**src/rtl/boot_loader.sv**
```systemverilog
// boot_loader: streams a counted little-endian word image into instruction memory,
// then releases the core from reset after a fixed delay.
module boot_loader #(
    parameter int ADDR_W    = 11,
    parameter int MAX_WORDS = 512,
    parameter int RST_DELAY = 20
) (
    input  logic              clk_i,
    input  logic              reset_i,
    input  logic [7:0]        byte_i,
    input  logic              byte_valid_i,
    output logic              byte_ready_o,
    output logic              wen_o,
    output logic [31:0]       instr_o,
    output logic [ADDR_W-1:0] addr_o,
    output logic              core_rstn_o,
    output logic              done_o,
    output logic              err_o
);
    typedef enum logic [2:0] {HDR_LO, HDR_HI, LOAD, WRITE, WAIT, DONE, ERR} state_t;
    state_t            state, state_n;
    logic [15:0]       count, count_full;
    logic [31:0]       word, instr_q;
    logic [1:0]        k;
    logic [ADDR_W-3:0] word_idx;
    logic [ADDR_W-1:0] addr_q;
    logic [7:0]        dly;
    logic              xfer, last, hdr_bad;
    always_comb begin
        byte_ready_o = reset_i && (state == HDR_LO || state == HDR_HI || state == LOAD);
        xfer         = byte_valid_i && byte_ready_o;
        count_full   = {byte_i, count[7:0]};
        hdr_bad      = count_full == 16'd0 || count_full > 16'(MAX_WORDS);
        last         = 16'(word_idx) + 16'd1 == count;
        wen_o        = state != WRITE;
        // Outside WRITE the memory port shows the last word actually written
        instr_o      = wen_o ? instr_q : word;
        addr_o       = wen_o ? addr_q : {word_idx, 2'b00};
        core_rstn_o  = state == DONE;
        done_o       = state == DONE;
        err_o        = state == ERR;
        state_n      = state;
        case (state)
            HDR_LO:  state_n = xfer ? HDR_HI : HDR_LO;
            HDR_HI:  state_n = xfer ? (hdr_bad ? ERR : LOAD) : HDR_HI;
            LOAD:    state_n = (xfer && k == 2'd3) ? WRITE : LOAD;
            WRITE:   state_n = last ? WAIT : LOAD;
            WAIT:    state_n = dly == 8'(RST_DELAY - 1) ? DONE : WAIT;
            DONE:    state_n = DONE;
            default: state_n = ERR;
        endcase
    end
    always_ff @(posedge clk_i) begin
        if (!reset_i) begin
            state    <= HDR_LO;
            count    <= '0;
            word     <= '0;
            k        <= '0;
            word_idx <= '0;
            dly      <= '0;
            instr_q  <= '0;
            addr_q   <= '0;
        end else begin
            state <= state_n;
            if (xfer && state == HDR_LO) count[7:0] <= byte_i;
            if (xfer && state == HDR_HI) count[15:8] <= byte_i;
            if (xfer && state == LOAD) begin
                word[{k, 3'b000} +: 8] <= byte_i;
                k                      <= k + 2'd1;
            end
            if (state == WRITE) begin
                instr_q  <= word;
                addr_q   <= {word_idx, 2'b00};
                word_idx <= word_idx + 1'b1;
            end
            dly <= state == WAIT ? dly + 8'd1 : 8'd0;
        end
    end
endmodule

```
**config.mk**
```make
export PLATFORM = sky130hd
export DESIGN_NAME = boot_loader
export DESIGN_NICKNAME = d
export VERILOG_FILES = /design/src/rtl/boot_loader.sv
export SDC_FILE = /design/constraint.sdc
export NUM_CORES = 1
export LEC_CHECK = 0
export ABC_AREA = 1
export CORE_ASPECT_RATIO = 0.8
export CORE_MARGIN = 2
export CORE_UTILIZATION = 50
export CTS_CLUSTER_SIZE = 10
export DETAILED_ROUTE_END_ITERATION = 6
export PLACE_DENSITY = 0.7
export SETUP_SLACK_MARGIN = 0.3
export SLEW_MARGIN = 20
export SYNTH_ARGS = -nofsm -noshare
export SYNTH_HDL_FRONTEND = slang
export SYNTH_SLANG_ARGS = --single-unit
```
**constraint.sdc**
```tcl
create_clock -name clk_i -period 2.3 [get_ports clk_i]
set_input_delay 0.345 -clock clk_i [delete_from_list [all_inputs] [get_ports clk_i]]
set_output_delay 0.345 -clock clk_i [all_outputs]
set_load 0.01 [all_outputs]
```
==> run metrics <==
Num CTS Buffers 9; via/cell ratio 5.35; # diodes 0; total gr overflow 0; worst slew pin tran 499 ps; share of the yosys chip area belonging to registers 44.5%; Gate power share 8.2%; Pwr Density 549 nW/um2; Power, Total 3.84 mW; post-synthesis async set-or-reset flop share 0%; final hold vios 0; Nets 814; vias post-DR 5,013; CP arrival 2400 ps; chip width 116 um; Initial Util 51.6%; number of port buffers 56; All-Layer GR Usage 26.8%; Max VDD drop 0.000486 V; vias in the first global route 4,543; clk slew on worst S/H paths 80 ps; CP startpoint kind flip-flop; number of synthesized register bits 111; Core Region 9690 um2; DRT Wirelength 15.1 mm; sequential share of power 51.2%; Fillers 740; first-pass detailed-route iteration total 5; Ports 59; RSZ-0062 raised after global routing true; Max-slew headroom 66.4%; Non-Filler Instances 937; DRC violations left 0; largest net degree at the start of global routing 42; CP Max Fanout 7; clk root buf clkbuf_16; Area growth syn-to-layout 40.0%; P_leak 3.44 nW; EDFF count, synth 0; clk buf depth 2; CTS tree yes; Internal Dissipation 2.94 mW; CP required 2590 ps; WL per Instance 16.1 um; Slew Limit Fails 0; Clock power frac 40.6%; hold crit path type reg2reg; cell count after placement 857; Initial DRC Count 410; Gate Count Post-Synth 678; Fin Clk Skew 12.7 ps; Sw Ratio 23.5%; FF+latch area 2230 um2; DP HPWL 8.18 mm; DIE AREA 10,800 um2; Net Switching 0.902 mW; outcome complete, no violations; setup TNS 0 ps; Cell variety after synth 37; Worst setup EP type flip-flop; share of layout cells above drive strength 1 32.7%; # rows 32; final setup fails 0; critical path type reg2reg; fin crit share 92.0%; latest clock arrival within the worst-skew pair 360 ps; most common cell after layout, fill and taps aside dfxtp_1; Tmin final 2120 ps; H-tree depth 3; initial antenna violation count 0; hold_buf cts 0; first-pass GRT wire length 22.4 mm; GP Congestion 0.843; multi-input logic area 2590 um2; Final ANT Viol Nets 0; clk sinks 111; Top FF cell, synth dfxtp_1; mean post-synth cell area 7.37 um2; Post-Syn Area 5000 um2; most frequent cells in the layout 106 x dfxtp_1, 89 x inv_1, 86 x nor2_1, 74 x nand2_1, 52 x a21oi_1; Ys Warns 0; Die Y 93.4 um; MaxCap Viol Count 0; Max Freq 473 MHz
## power by group through the flow
stage / clock network (mW) / logic, mW / registers [mW]
5_1_grt: 1.66 / 0.337 / 1.97
6_report: 1.56 / 0.316 / 1.97
2_1_floorplan: 0 / 0.151 / 2.00
3_3_place_gp: 0 / 0.252 / 2.01
3_5_place_dp: 0 / 0.260 / 2.01
4_1_cts: 1.58 / 0.284 / 1.96
## timing repair
item / in CTS / in global routing
setup endpoints to repair: 44 / 55
pin swaps: 2 / 7
hold endpoints to repair: 0 / 0
buffers inserted: 40 / 17
resized for setup: 261 / 76
cloned: 6 / 1
## state kept, by name, summed over array words and instances, names as in the netlist
signal and count:
word_idx 9, word 32, state 3, count 16, instr_q 32, addr_q 9
dly 8, k 2
## final cells by class
class	instances	area share, %
multi-input combinational	438	37.0
sequential	111	31.9
timing repair buffer	138	19.1
inverter	98	5.33
clock buffer	13	4.01
tap	136	2.43
clock inverter	3	0.340
## cells by family after synthesis
logic type	Yosys count	share of synthesized area [%]
flip-flops	111	44.5
AND/OR/NAND/NOR	280	27.3
adder cells (fa/ha/maj)	7	1.75
XOR/XNOR	2	0.626
AO/OA/AOI/OAI	147	15.3
buffers and inverters	130	10.4
other	1	0.0751
## cells in the mapped netlist, drive strengths merged, types with 2 or more instances
cell | count | area share, %
o211ai | 2 | 0.30
nand4 | 12 | 1.5
nor4 | 2 | 0.25
nor2 | 98 | 8.2
dfxtp | 111 | 44
nand2 | 81 | 6.8
nor3b | 2 | 0.30
clkinv | 2 | 0.20
a21oi | 54 | 5.6
o21ai | 82 | 8.2
clkbuf | 22 | 1.7
nor3 | 7 | 1.2
ha | 7 | 1.8
nand3 | 37 | 3.9
a31oi | 6 | 0.75
buf | 10 | 1.4
inv | 96 | 7.2
or2 | 41 | 5.1
## worst max-delay path, cell delays in order, from the launching register on
cell and delay, ps:
dfxtp_2 360, nand2_4 60, nor2_4 110, buf_6 150, buf_12 130, buf_16 130
or2_4 140, o21ai_4 70, buf_6 110, buf_4 130, buf_6 110, buf_4 120
buf_4 120, buf_4 120, buf_6 110, nor2_4 60
## through the flow
stage | worst slack (ps) | hold slack (ps) | utilization, % | instance area [um2]
after detailed placement | 166 | 446 | 59.1 | 5730
after floorplan | 350 | 418 | - | 5000
after global placement | 248 | 430 | 59.1 | 5730
after CTS | 155 | 457 | 67.7 | 6560
final | 185 | 458 | 72.2 | 7000
after global routing | 145 | 480 | 72.2 | 7000
## layer usage
metal	vias up	GRT usage, %	share of wire [%]
met5	-	0	0
met4	0	8.43	3.5
met3	45	5.25	7.3
met2	227	44.1	48
met1	2338	35.5	41
li1	2403	-	-
## path summary, 6_finish.rpt
kind | slack, ps | to | cells after the start | from
max | 180 | instr_q[18] | 15 | state[1]
min | 460 | dly[0] | 1 | dly[0]
max reg2reg | 180 | instr_q[18] | 15 | state[1]
min reg2reg | 460 | dly[0] | 1 | dly[0]
Power figures use the tool's default switching activity.
